<file path="src/rtl/mem_accumulator.sv">
// mem_accumulator: reads N_WORDS consecutive words starting at START_ADDR from a memory with a
// fixed read latency, sums them without loss, and writes the DATA_W-bit result to RES_ADDR.
// Build option: define ACCUM_SAT_EN to write all-ones on overflow instead of the wrapped sum.
// The overflow flag behaves the same in both builds.
module mem_accumulator #(
  parameter int unsigned DATA_W     = 16,
  parameter int unsigned ADDR_W     = 5,
  parameter int unsigned N_WORDS    = 31,
  parameter int unsigned START_ADDR = 0,
  parameter int unsigned RES_ADDR   = 31,
  parameter int unsigned RD_LAT     = 2
) (
  input  logic              clk,
  input  logic              reset,
  input  logic              start,
  output logic [ADDR_W-1:0] address,
  output logic              rden,
  output logic              wren,
  input  logic [DATA_W-1:0] datain,
  output logic [DATA_W-1:0] dataout,
  output logic              ready,
  output logic              overflow
);

  localparam int unsigned CNT_W = $clog2(N_WORDS + 1);
  // Wide enough that N_WORDS maximal words never lose a carry.
  localparam int unsigned ACC_W = DATA_W + CNT_W;

  localparam logic [CNT_W-1:0]  NWordsC    = CNT_W'(N_WORDS);
  localparam logic [ADDR_W-1:0] StartAddrC = ADDR_W'(START_ADDR);
  localparam logic [ADDR_W-1:0] ResAddrC   = ADDR_W'(RES_ADDR);
  localparam logic [2:0]        LatLastC   = 3'(RD_LAT);

  localparam logic [63:0] AddrSpace = 64'd1 << ADDR_W;
  localparam logic [63:0] RangeEnd  = 64'(START_ADDR) + 64'(N_WORDS);

  // Elaboration-time parameter sanity checks.
  if (N_WORDS < 1 || 64'(N_WORDS) >= AddrSpace) begin : g_chk_nwords
    $error("mem_accumulator: N_WORDS must be 1..2^ADDR_W-1");
  end
  if (RangeEnd > AddrSpace) begin : g_chk_range
    $error("mem_accumulator: START_ADDR+N_WORDS exceeds the address space");
  end
  if (64'(RES_ADDR) >= AddrSpace) begin : g_chk_res
    $error("mem_accumulator: RES_ADDR outside the address space");
  end
  if (RES_ADDR >= START_ADDR && 64'(RES_ADDR) < RangeEnd) begin : g_chk_overlap
    $error("mem_accumulator: RES_ADDR lies inside the summed range");
  end
  if (RD_LAT < 1 || RD_LAT > 7) begin : g_chk_lat
    $error("mem_accumulator: RD_LAT must be 1..7");
  end

  typedef enum logic [2:0] {
    StIdle,
    StSetAddr,
    StRead,
    StAcc,
    StWSetup,
    StWrite,
    StDone
  } state_e;

  state_e              state_q, state_d;
  logic [CNT_W-1:0]    cnt_q, cnt_d;
  logic [2:0]          lat_q, lat_d;
  logic [DATA_W-1:0]   word_q, word_d;
  logic [ACC_W-1:0]    acc_q, acc_d;
  logic [ADDR_W-1:0]   address_q, address_d;
  logic                rden_q, rden_d;
  logic                wren_q, wren_d;
  logic [DATA_W-1:0]   dataout_q, dataout_d;
  logic                ready_q, ready_d;
  logic                overflow_q, overflow_d;

  // Sequencing, read-latency count, word capture, accumulation and the overflow flag.
  always_comb begin
    state_d    = state_q;
    cnt_d      = cnt_q;
    lat_d      = lat_q;
    word_d     = word_q;
    acc_d      = acc_q;
    overflow_d = overflow_q;
    case (state_q)
      StIdle: begin
        if (start) begin
          state_d    = StSetAddr;
          cnt_d      = '0;
          acc_d      = '0;
          overflow_d = 1'b0;
        end
      end
      StSetAddr: begin
        lat_d   = '0;
        state_d = StRead;
      end
      StRead: begin
        // Data issued with the first rden cycle arrives on the last one.
        if (lat_q == LatLastC) begin
          word_d  = datain;
          state_d = StAcc;
        end else begin
          lat_d = lat_q + 3'd1;
        end
      end
      StAcc: begin
        acc_d = acc_q + ACC_W'(word_q);
        cnt_d = cnt_q + CNT_W'(1);
        if (cnt_d == NWordsC) begin
          state_d    = StWSetup;
          overflow_d = |acc_d[ACC_W-1:DATA_W];
        end else begin
          state_d = StSetAddr;
        end
      end
      StWSetup: state_d = StWrite;
      StWrite:  state_d = StDone;
      StDone:   state_d = StIdle;
      default:  state_d = StIdle;
    endcase
  end

  // Registered memory-side outputs, aligned with the state they belong to.
  always_comb begin
    address_d = address_q;
    dataout_d = dataout_q;
    rden_d    = (state_d == StRead);
    wren_d    = (state_d == StWrite);
    ready_d   = (state_d == StDone);
    if (state_d == StSetAddr) begin
      address_d = StartAddrC + ADDR_W'(cnt_d);
    end
    if (state_d == StWSetup) begin
      address_d = ResAddrC;
`ifdef ACCUM_SAT_EN
      dataout_d = overflow_d ? {DATA_W{1'b1}} : acc_d[DATA_W-1:0];
`else
      dataout_d = acc_d[DATA_W-1:0];
`endif
    end
  end

  // State register; reset aborts any run and clears everything.
  always_ff @(posedge clk or negedge reset) begin
    if (!reset) begin
      state_q    <= StIdle;
      cnt_q      <= '0;
      lat_q      <= '0;
      word_q     <= '0;
      acc_q      <= '0;
      address_q  <= '0;
      rden_q     <= 1'b0;
      wren_q     <= 1'b0;
      dataout_q  <= '0;
      ready_q    <= 1'b0;
      overflow_q <= 1'b0;
    end else begin
      state_q    <= state_d;
      cnt_q      <= cnt_d;
      lat_q      <= lat_d;
      word_q     <= word_d;
      acc_q      <= acc_d;
      address_q  <= address_d;
      rden_q     <= rden_d;
      wren_q     <= wren_d;
      dataout_q  <= dataout_d;
      ready_q    <= ready_d;
      overflow_q <= overflow_d;
    end
  end

  assign address  = address_q;
  assign rden     = rden_q;
  assign wren     = wren_q;
  assign dataout  = dataout_q;
  assign ready    = ready_q;
  assign overflow = overflow_q;

endmodule

</file>
<file path="config.mk">
export PLATFORM = sky130hd
export DESIGN_NAME = mem_accumulator
export DESIGN_NICKNAME = d
export VERILOG_FILES = /design/src/rtl/mem_accumulator.sv
export SDC_FILE = /design/constraint.sdc
export NUM_CORES = 1
export LEC_CHECK = 0
export CORE_MARGIN = 2
export CORE_UTILIZATION = 39
export DETAILED_ROUTE_END_ITERATION = 16
export SLEW_MARGIN = 10
export SYNTH_ARGS = -nofsm -noshare
export SYNTH_HDL_FRONTEND = slang
export SYNTH_SLANG_ARGS = --single-unit
</file>
<file path="constraint.sdc">
create_clock -name clk -period 3.15 [get_ports clk]
set_input_delay 0.63 -clock clk [delete_from_list [all_inputs] [get_ports clk]]
set_output_delay 0.63 -clock clk [all_outputs]
set_load 0.005 [all_outputs]
</file>
== After elaboration in Yosys (flattened, before gate mapping) ==
Index checks and enable logic that the tools add are counted.
W data, S select, Z words.
Storage, ports and cells
  register bits after elaboration: 73
  input port bits: 19
  output and inout port bits: 25
  logic and storage cells: 54
Cells by class
  add/sub/neg operators: 3
  equality and inequality tests: 15
  muxes and demuxes: 15
  reduce and logical (&&, ||, !) cells: 9
Operator list (count)
  $pmux W21 S2: 1
  $add A21 B16 Y21: 1
  $mux W21: 1
  $pmux W3 S6: 1
  $eq A3 B3 Y1 const B: 5
  $mux W5: 3
  $eq A3 B2 Y1 const B: 4
  $mux W3: 4
  $pmux W5 S2: 1
  $eq A3 B1 Y1 const B: 2
  $ne A2 B2 Y1 const B: 3
  $pmux W3 S2: 1
  $reduce_and A2 Y1: 3
  $reduce_bool A2 Y1: 3
  $add A5 B1 Y5 const B: 1
  $eq A5 B5 Y1 const B: 1
  $reduce_or A5 Y1: 1
  $add A3 B1 Y3 const B: 1
  $logic_not A3 Y1: 1
  $reduce_and A3 Y1: 1
  $mux W1: 2
  $pmux W1 S2: 1

== Logic depth before layout (Yosys ltp) ==
Gate-level depths: netlist of run 1.
  word-level depth: 7
  depth in mapped cells: 10

== Least setup slack after synthesis of run 1 ==
No wires, ideal clock.
  path type: reg-to-reg
  start: register word_q[0]
  end: register acc_q[20]
  setup time: 0.069 ns
  data arrival time: 2.186 ns
  required time: 3.081 ns
  slack: 0.895 ns
  stages on the path, launching flop included: 11
  path buffers: 0
  clock period less this slack: 2.255 ns
  path through: dfrtp_1 ha_1 inv_1 fa_1 nor2b_1 o31a_1 o21ai_2 a21oi_2 o21ai_2 or4_1 nand3_1
Between the ends
  cells in the longest elaborated chain, start to end: 2
RTL lines
  from (decl): line 67  | logic [DATA_W-1:0] word_q, word_d;
  from (signal assigned): line 161  | word_q <= word_d;
  $add A21 B16 Y21: line 107  | acc_d = acc_q + ACC_W'(word_q);
  $pmux W21 S2: line 84  | case (state_q)
  to (signal assigned): line 150  | acc_q <= '0;
  to (signal assigned): line 162  | acc_q <= acc_d;
  to (decl): line 68  | logic [ACC_W-1:0] acc_q, acc_d;
Every way passes these cells.
A chain may end at the register's enable or synchronous reset.

== Final worst setup path of run 1 ==
  start: register word_q[0]
  end: register overflow_q, in the netlist overflow
Between the ends
  cells in the longest elaborated chain, start to end: 4
RTL lines
  $add A21 B16 Y21: line 107
  $reduce_or A5 Y1: line 111  | overflow_d = |acc_d[ACC_W-1:DATA_W];
  $mux W1: line 109  | if (cnt_d == NWordsC) begin
  $pmux W1 S2: line 84
  to (signal assigned): line 168  | overflow_q <= overflow_d;
  to (decl): line 74  | logic overflow_q, overflow_d;
Every way passes these cells. The select of a mux whose other input is x is not followed.

==> reports/metrics.yaml, run 1 <==
finalPower_w: 0.003181
io_pins: 44
cts_root_buf: "clkbuf_8"
cp-start-kind: "flop"
finalHoldWorstSlack_ns: 0.4715
cts_resized: 0
dr.pass1.iters: 4
hold_buffers: 0
critical_path_class: "reg2reg"
cp_max_fo: 4
h-tree-depth: 3
skew_ns: 0.008934
cp_slowest_cell: "or3_1"
hold_violations: 0
slew_headroom_pct: 36.13
cts.sinks: 73
r2r_slack_ns: 0.64
rsz0062_at_grt: "false"
place.gp.congestion: 0.8307
clk_path_buf_depth: 2
stdcell_area_um2: 4602
drc_errors: 0
cts_inserted_buffers: 9
grt_overflow_total: 0
path_buf_inv: 1
grt_max_degree: 74
vdd_drop_max_mv: 0.2467
vias: 2931
worstPathArrival_ns: 2.76
max_stage_delay_ns: 0.40
drt_iter0_markers: 89
wl_per_cell_um: 14.32
syn_nets: 427
drive_gt1_share_pct: 12.33
power_leakage_nw: 2.060
die_x_um: 103.2
final_cell_mix: "dfrtp_1 (73), nand2_1 (67), clkdlybuf4s50_1 (42), o21ai_0 (36), nor2_1 (21)"
final_common_cell: "dfrtp_1"
dp_hpwl_mm: 5.556
rows: 36
final-max-slew-violation-count: 0
drv_cap: 0
status: "finished, final reports clean"
ys_types: 51
die_h_um: 103.2
start_util_pct: 39.80
place_inst: 555
diodes: 0
grt_pass1_vias: 2933
required_ns: 3.41
grt_usage_pct: 16.91
drtAntennaViolNets: 0
cts_setup_buffers: 0
tns_ns: 0
antenna_found_initial: 0
placed_area_um2: 4409
synth-seq-area-share_pct: 47.62
final_nets: 473
worst_setup_path_end_kind: "flop"
io_buffer_count: 43
die_area_um2: 10650
grt_pass1_wl_mm: 13.93
hold_path_class: "in2async"
p_per_area_nw_per_um2: 691.2
viasPerCell: 5.133
routed_wl_mm: 8.178
final_cells: 571
fmax_ghz: 0.3992
worstMarginPinSlew_ns: 0.9580
cp_top_family: "compound AO/OA/AOI/OAI gates"
syn_inst: 387
worstPathCellList: "ha_1 -> inv_1 -> fa_1 -> nor2b_1 -> o31a_1 -> o21ai_2 -> a21oi_2 -> nor2_1 -> or3_1 -> a31oi_1"
finalCriticalPeriod_ns: 2.505
core-area_um2: 9639
clock_latency_ns: 0.34
ys_ff_latch: 73
ys.warnings.count: 0
synth_area_per_cell_um2: 9.913
cts_tree: "done"
period_share_pct: 79.53
setup_viol: 0
syn2layout_area_growth_pct: 19.96
netlist_area_um2: 3836
clk_pin_slew_ns: 0.08
synth_stat cells, drive strengths merged:
cell type | count | area, µm²
nand3b | 2 | 15.01
buf | 5 | 30.02
o41a | 1 | 21.27
a211oi | 7 | 70.07
ha | 20 | 250.2
or2 | 1 | 6.260
o21ai | 39 | 202.7
a22o | 5 | 43.79
nand2 | 67 | 251.5
nand3 | 6 | 30.03
xnor2 | 6 | 52.55
or4 | 2 | 15.01
a21oi | 22 | 117.6
fa | 1 | 20.02
o31ai | 1 | 7.510
nand2b | 3 | 18.77
clkbuf | 9 | 33.78
and3 | 3 | 20.02
nor2b | 4 | 25.02
nor2 | 22 | 85.09
mux2i | 6 | 60.06
and2 | 5 | 31.28
inv | 13 | 48.80
nor3 | 4 | 20.02
o21bai | 3 | 22.52
o211ai | 5 | 37.54
xor2 | 9 | 78.83
a32oi | 1 | 8.760
o21a | 3 | 22.52
a21boi | 1 | 7.510
and3b | 1 | 8.760
a31oi | 2 | 12.51
o31a | 1 | 8.760
a31o | 2 | 17.52
o22ai | 1 | 6.260
a21o | 5 | 37.54
or3 | 2 | 12.51
mux2 | 20 | 225.2
dfrtp | 73 | 1827
nand4 | 3 | 18.77
or2b | 1 | 7.510
final timing paths:
kind	start	end	cells after the start
max	word_q[0]$_DFFE_PN0P_	overflow$_DFFE_PN0P_	10
min	reset	address[0]$_DFFE_PN0P_	2
max reg2reg	word_q[0]$_DFFE_PN0P_	overflow$_DFFE_PN0P_	10
min reg2reg	dataout[5]$_DFFE_PN0P_	dataout[5]$_DFFE_PN0P_	2
max in group asynchronous	reset	acc_q[1]$_DFF_PN0_	2
min in group clk	dataout[5]$_DFFE_PN0P_	dataout[5]$_DFFE_PN0P_	2
routing by layer:
layer / up-vias / GRT usage (%) / share of wire [%]
met5: - / 0 / 0
met4: 0 / 7.287 / 2.1
met3: 14 / 2.890 / 2.6
met2: 52 / 26.62 / 46
met1: 1420 / 23.13 / 49
li1: 1445 / - / -
worst register-to-register path: stages (launching register included):
cell and delay (ns):
dfrtp_1 0.36, ha_1 0.21, inv_1 0.07, fa_1 0.39
nor2b_1 0.16, o31a_1 0.23, o21ai_2 0.12, a21oi_2 0.23
nor2_1 0.07, or3_1 0.40, a31oi_1 0.19
sequential cells by signal (all words and copies together), names as in the netlist, 3 cells and up:
signal,count
dataout,16
address,5
lat_q,3
cnt_q,5
word_q,16
acc_q,21
state_q,3
logic make-up after synthesis:
| group | count (synthesis) | share of synthesized area [%] |
|---|---|---|
| xor+xnor | 15 | 3.425 |
| flops | 73 | 47.62 |
| mux | 26 | 7.437 |
| fa+ha+maj | 21 | 7.045 |
| compound gates | 99 | 16.80 |
| simple gates | 126 | 14.74 |
| buf+inv | 27 | 2.935 |
area by class of cell:
cell class | count | area, µm²
clock buffers | 14 | 182.7
clock inverters | 2 | 10.01
fillers | 943 | 5037
inverters | 13 | 48.80
multi-input cells | 287 | 1897
flip-flops and latches | 73 | 1827
well taps | 133 | 166.4
repair buffers | 49 | 470.5
report_power, final:
group | internal, W | switching (W) | total, W | leakage (nW)
clock network | 0.000371 | 0.000346 | 0.000716 | 0.102
registers | 0.00110 | 0.000115 | 0.00121 | 0.872
logic | 0.000555 | 0.000696 | 0.00125 | 1.09
total | 0.00203 | 0.00116 | 0.00318 | 2.06
through the flow:
| step | worst slack (ns) | utilization (%) |
|---|---|---|
| 6_report | 0.6449 | 47.74 |
| 5_1_grt | 0.4916 | 47.74 |
| 4_1_cts | 0.6695 | 47.74 |
| 3_5_place_dp | 0.6392 | 45.74 |
| 3_3_place_gp | 0.6806 | 45.74 |
| 2_1_floorplan | 0.8951 | - |
(Power assumes the default switching activity.)
==> run 2: changes to the inputs <==
==> constraint.sdc (replaced) <==
create_clock -name clk -period 2.4 [get_ports clk]
set_input_delay 0.48 -clock clk [delete_from_list [all_inputs] [get_ports clk]]
set_output_delay 0.48 -clock clk [all_outputs]
set_load 0.005 [all_outputs]
==> reports/metrics.yaml, run 2 (synthesis gave the netlist of run 1 again) <==
cp_slowest_cell: "dfrtp_1"
die_h_um: 103.2
final_cells: 584
cts_root_buf: "clkbuf_8"
finalCriticalPeriod_ns: 2.359
antenna_found_initial: 0
final_common_cell: "dfrtp_1"
finish.utilization_pct: 49.96
io_buffer_count: 43
clock_latency_ns: 0.35
clockPowerShare_pct: 24.4
ff2ff_path_depth: 9
power_frac_seq_pct: 35.3
h-tree-depth: 3
grt_usage_pct: 17.04
rows: 36
r2r_slack_ns: 0.04
cts.sinks: 73
grt_pass1_vias: 2887
drt_iter0_markers: 98
critical_path_class: "reg2reg"
worstPathCellList: "ha_1 -> a211oi_2 -> nor2_1 -> a211oi_4 -> buf_4 -> o21bai_1 -> a21oi_1 -> xnor2_1 -> a31o_2"
p_comb_share_pct: 40.4
final_cell_mix: "dfrtp_1 (73), nand2_1 (67), clkdlybuf4s50_1 (42), o21ai_0 (35), nor2_1 (21)"
clk_pin_slew_ns: 0.08
drc_errors: 0
viasPerCell: 5.072
power_leakage_nw: 2.151
cts_tree: "done"
final_nets: 486
wl_per_cell_um: 14.24
fmax_ghz: 0.4240
final-max-slew-violation-count: 0
die_area_um2: 10650
max_stage_delay_ns: 0.41
setup_viol: 0
cp_max_fo: 4
crit_end: "dataout[11]$_DFFE_PN0P_"
place_inst: 561
core-area_um2: 9639
p_sw_w: 0.001587
clk_path_buf_depth: 2
top_register: "acc_q"
io_pins: 44
place.gp.congestion: 0.8304
die_x_um: 103.2
worstMarginPinSlew_ns: 0.5723
hold_violations: 0
use_met3_pct: 5.040
drtAntennaViolNets: 0
status: "finished, final reports clean"
grt_overflow_total: 0
cp-start-kind: "flop"
period_share_pct: 98.28
reg2reg_to: "dataout[11]$_DFFE_PN0P_"
dp_hpwl_mm: 5.712
dr.pass1.iters: 4
rsz0062_at_grt: "true"
grt_max_degree: 29
hold_path_class: "in2async"
finalHoldWorstSlack_ns: 0.1101
routed_wl_mm: 8.318
hold_buffers: 0
regToRegStartpoint: "word_q[1]$_DFFE_PN0P_"
intPower_w: 0.002943
grtUsageMet1_pct: 22.57
drive_gt1_share_pct: 16.85
largest_reg_flops: 21
vias: 2962
p_per_area_nw_per_um2: 940.7
fill_cells: 953
drv_cap: 0
cts_inserted_buffers: 9
worst_setup_path_end_kind: "flop"
grt_pass1_wl_mm: 13.97
required_ns: 2.65
start_util_pct: 39.80
worstPathArrival_ns: 2.60
seq_area_um2: 1827
cp-startpoint: "word_q[1]$_DFFE_PN0P_"
vdd_drop_max_mv: 0.4185
diodes: 0
finalPower_w: 0.004530
slew_headroom_pct: 61.85
use_met2_pct: 27.02
gr-max-usage-layer: "met2"
skew_ns: 0.009696
multi_input_area_um2: 1927
syn2layout_area_growth_pct: 25.54
switching_share_pct: 35.03
run 2: per-stage QoR:
stage | setup slack [ns] | area [µm²] | setup TNS, ns
2_1_floorplan | 0.1451 | 3836 | 0
3_3_place_gp | 0.04017 | 4504 | 0
3_5_place_dp | -0.02084 | 4504 | -0.03006
4_1_cts | 0.03602 | 4746 | 0
5_1_grt | -0.05828 | 4816 | -0.1440
6_report | 0.04126 | 4816 | 0
run 2: worst min-delay path by stage:
stage | endpoint | start | slack, ns
2_1_floorplan | acc_q[0]$_DFF_PN0_ | reset | 0.18
3_5_place_dp | dataout[4]$_DFFE_PN0P_ | dataout[4]$_DFFE_PN0P_ | 0.46
3_3_place_gp | dataout[2]$_DFFE_PN0P_ | dataout[2]$_DFFE_PN0P_ | 0.46
5_1_grt | address[0]$_DFFE_PN0P_ | reset | 0.15
4_1_cts | address[0]$_DFFE_PN0P_ | reset | 0.12
6_report | address[0]$_DFFE_PN0P_ | reset | 0.11
run 2: power by group through the flow:
stage          Sequential, W  Clock, W  Combinational (W)
2_1_floorplan        0.00157         0            0.00131
3_3_place_gp         0.00161         0            0.00165
3_5_place_dp         0.00161         0            0.00169
4_1_cts              0.00159   0.00114            0.00171
5_1_grt              0.00163   0.00118            0.00207
6_report             0.00160   0.00110            0.00183
run 2: routing by layer:
layer | share of wire (%) | vias to the layer above | routed length, µm
met3 | 5.7 | 10 | 472
met4 | 1.4 | 0 | 117
li1 | - | 1472 | -
met5 | 0 | - | 0
met2 | 45 | 66 | 3759
met1 | 48 | 1414 | 3968
run 2: final cells by class:
type / count / share of cell area (%)
Multi-Input combinational cell: 287 / 40.01
Sequential cell: 73 / 37.93
Timing Repair Buffer: 62 / 12.83
Tap cell: 133 / 3.455
Clock buffer: 11 / 3.144
Clock inverter: 5 / 1.611
Inverter: 13 / 1.013
run 2: timing repair:
item / CTS / global route
resized for setup: 2 / 7
endpoints found under the setup margin: 2 / 13
pin swaps: 2 / 12
endpoints found under the hold margin: 0 / 0
setup buffers: 1 / 6
run 2: critical path, delay by kind of cell, from the launching register on:
family,cells,cell delay [ns]
AOI/OAI and AO/OA,5,1.06
and+or+nand+nor,1,0.13
DFF,1,0.41
xor gates and xnor gates,1,0.15
adders and majority gates,1,0.33
buffers and inverters,1,0.17
==> run 3: changes to the inputs <==
--- a/config.mk
+++ b/config.mk
@@ -6,8 +6,9 @@
 export NUM_CORES = 1
 export LEC_CHECK = 0
 export CORE_MARGIN = 2
-export CORE_UTILIZATION = 39
+export CORE_UTILIZATION = 56
 export DETAILED_ROUTE_END_ITERATION = 16
+export PLACE_DENSITY = 0.8
 export SLEW_MARGIN = 10
 export SYNTH_ARGS = -nofsm -noshare
 export SYNTH_HDL_FRONTEND = slang
==> reports/metrics.yaml, run 3 (synthesis gave the netlist of run 1 again) <==
top_layer: "met4"
clock_latency_ns: 0.35
met3WireLength_um: 330
die_h_um: 86.77
dp_hpwl_mm: 5.759
io_buffer_count: 43
finalHoldWorstSlack_ns: 0.2048
final_nets: 482
drive_gt1_share_pct: 15.44
clk_pin_slew_ns: 0.08
rows: 30
skew_ns: 0.009240
drc_errors: 0
die_area_um2: 7528
cp_max_fo: 5
reg2reg_to: "overflow$_DFFE_PN0P_"
dpl_worst_slack_ns: 0.02690
clk_path_buf_depth: 2
cts_tree: "done"
largest_reg_flops: 21
worstPathArrival_ns: 2.60
place.gp.congestion: 0.8306
final-max-slew-violation-count: 0
stdcell_area_um2: 4656
core-area_um2: 6719
hold_buffers: 0
drtAntennaViolNets: 0
critical_path_class: "reg2reg"
grt_max_degree: 41
drv_cap: 0
worstMarginPinSlew_ns: 0.7900
grt_usage_pct: 24.30
routed_wl_mm: 8.269
grt_pass1_vias: 3025
worst_setup_path_end_kind: "flop"
setup_viol: 0
cts_root_buf: "clkbuf_8"
final_cell_mix: "dfrtp_1 (73), nand2_1 (67), clkdlybuf4s50_1 (42), o21ai_0 (35)"
dr.pass1.iters: 4
placed_area_um2: 4413
finalCriticalPeriod_ns: 2.361
r2r_slack_ns: 0.04
power_leakage_nw: 2.114
regToRegStartpoint: "word_q[11]$_DFFE_PN0P_"
fmax_ghz: 0.4235
viasPerCell: 5.805
required_ns: 2.63
diodes: 0
cp-startpoint: "word_q[11]$_DFFE_PN0P_"
final_common_cell: "dfrtp_1"
top_register: "acc_q"
start_util_pct: 57.09
h-tree-depth: 3
ff2ff_path_depth: 8
rsz0062_at_grt: "true"
m1WireLength_mm: 3.740
cts.sinks: 73
period_share_pct: 98.38
drt_iter0_markers: 194
vias: 3059
status: "finished, final reports clean"
met2WireLength_mm: 3.993
cts_inserted_buffers: 9
syn2layout_area_growth_pct: 21.36
wl_per_cell_um: 15.69
hold_path_class: "in2async"
grt_pass1_wl_mm: 14.26
fin_ws_ns: 0.03894
slew_headroom_pct: 47.33
antenna_found_initial: 0
die_x_um: 86.77
vdd_drop_max_mv: 0.5068
cp-start-kind: "flop"
io_pins: 44
grt_overflow_total: 0
hold_violations: 0
p_per_area_nw_per_um2: 934.1
==> run 3: routing by layer <==
| layer | vias up | global-route usage [%] |
|---|---|---|
| met4 | 0 | 10.80 |
| li1 | 1471 | - |
| met1 | 1498 | 32.94 |
| met3 | 16 | 4.000 |
| met2 | 74 | 38.67 |
| met5 | - | 0 |
==> run 3: per-stage QoR <==
step | TNS, ns | utilization, % | power, W | instances
final | 0 | 69.29 | 0.004349 | 527
after global routing | -0.2173 | 69.29 | 0.004669 | 527
after CTS | 0 | 68.58 | 0.004287 | 524
after detailed placement | 0 | 65.68 | 0.003306 | 508
after global placement | 0 | 65.68 | 0.003220 | 508
after floorplan | 0 | - | 0.002882 | 387
==> run 3: area by class of cell <==
class,count,area (µm²)
tap,80,100.1
clock buffer,10,137.6
multi-input combinational,287,1922
fill,518,2063
sequential,73,1827
timing repair buffer,58,563.0
inverter,13,48.80
clock inverter,6,57.56
==> run 3: worst max path at each step <==
stage	end	cells after the start
2_1_floorplan	acc_q[20]$_DFFE_PN0P_	10
3_3_place_gp	acc_q[20]$_DFFE_PN0P_	10
3_5_place_dp	acc_q[20]$_DFFE_PN0P_	10
4_1_cts	acc_q[20]$_DFFE_PN0P_	10
5_1_grt	acc_q[20]$_DFFE_PN0P_	9
6_report	overflow$_DFFE_PN0P_	8
==> run 3: what timing repair did <==
item / 4_1_cts / 5_1_grt
gates resized for setup: 0 / 6
setup buffers: 0 / 3
endpoints found under the setup margin: 0 / 7
==> run 3: power by group <==
| part | internal (W) | total [W] | switching [W] | leakage, nW |
|---|---|---|---|---|
| clock network | 0.000501 | 0.000956 | 0.000456 | 0.102 |
| logic | 0.000816 | 0.00179 | 0.000974 | 1.14 |
| registers | 0.00144 | 0.00160 | 0.000159 | 0.872 |
==> run 3: critical path: stages (launching register included) <==
cell and delay, ns:
dfrtp_1 0.38, ha_1 0.33, a21o_1 0.20, a22o_1 0.22
o41a_4 0.40, or4_1 0.41, nor2_1 0.09, or3_1 0.12
a31oi_1 0.08
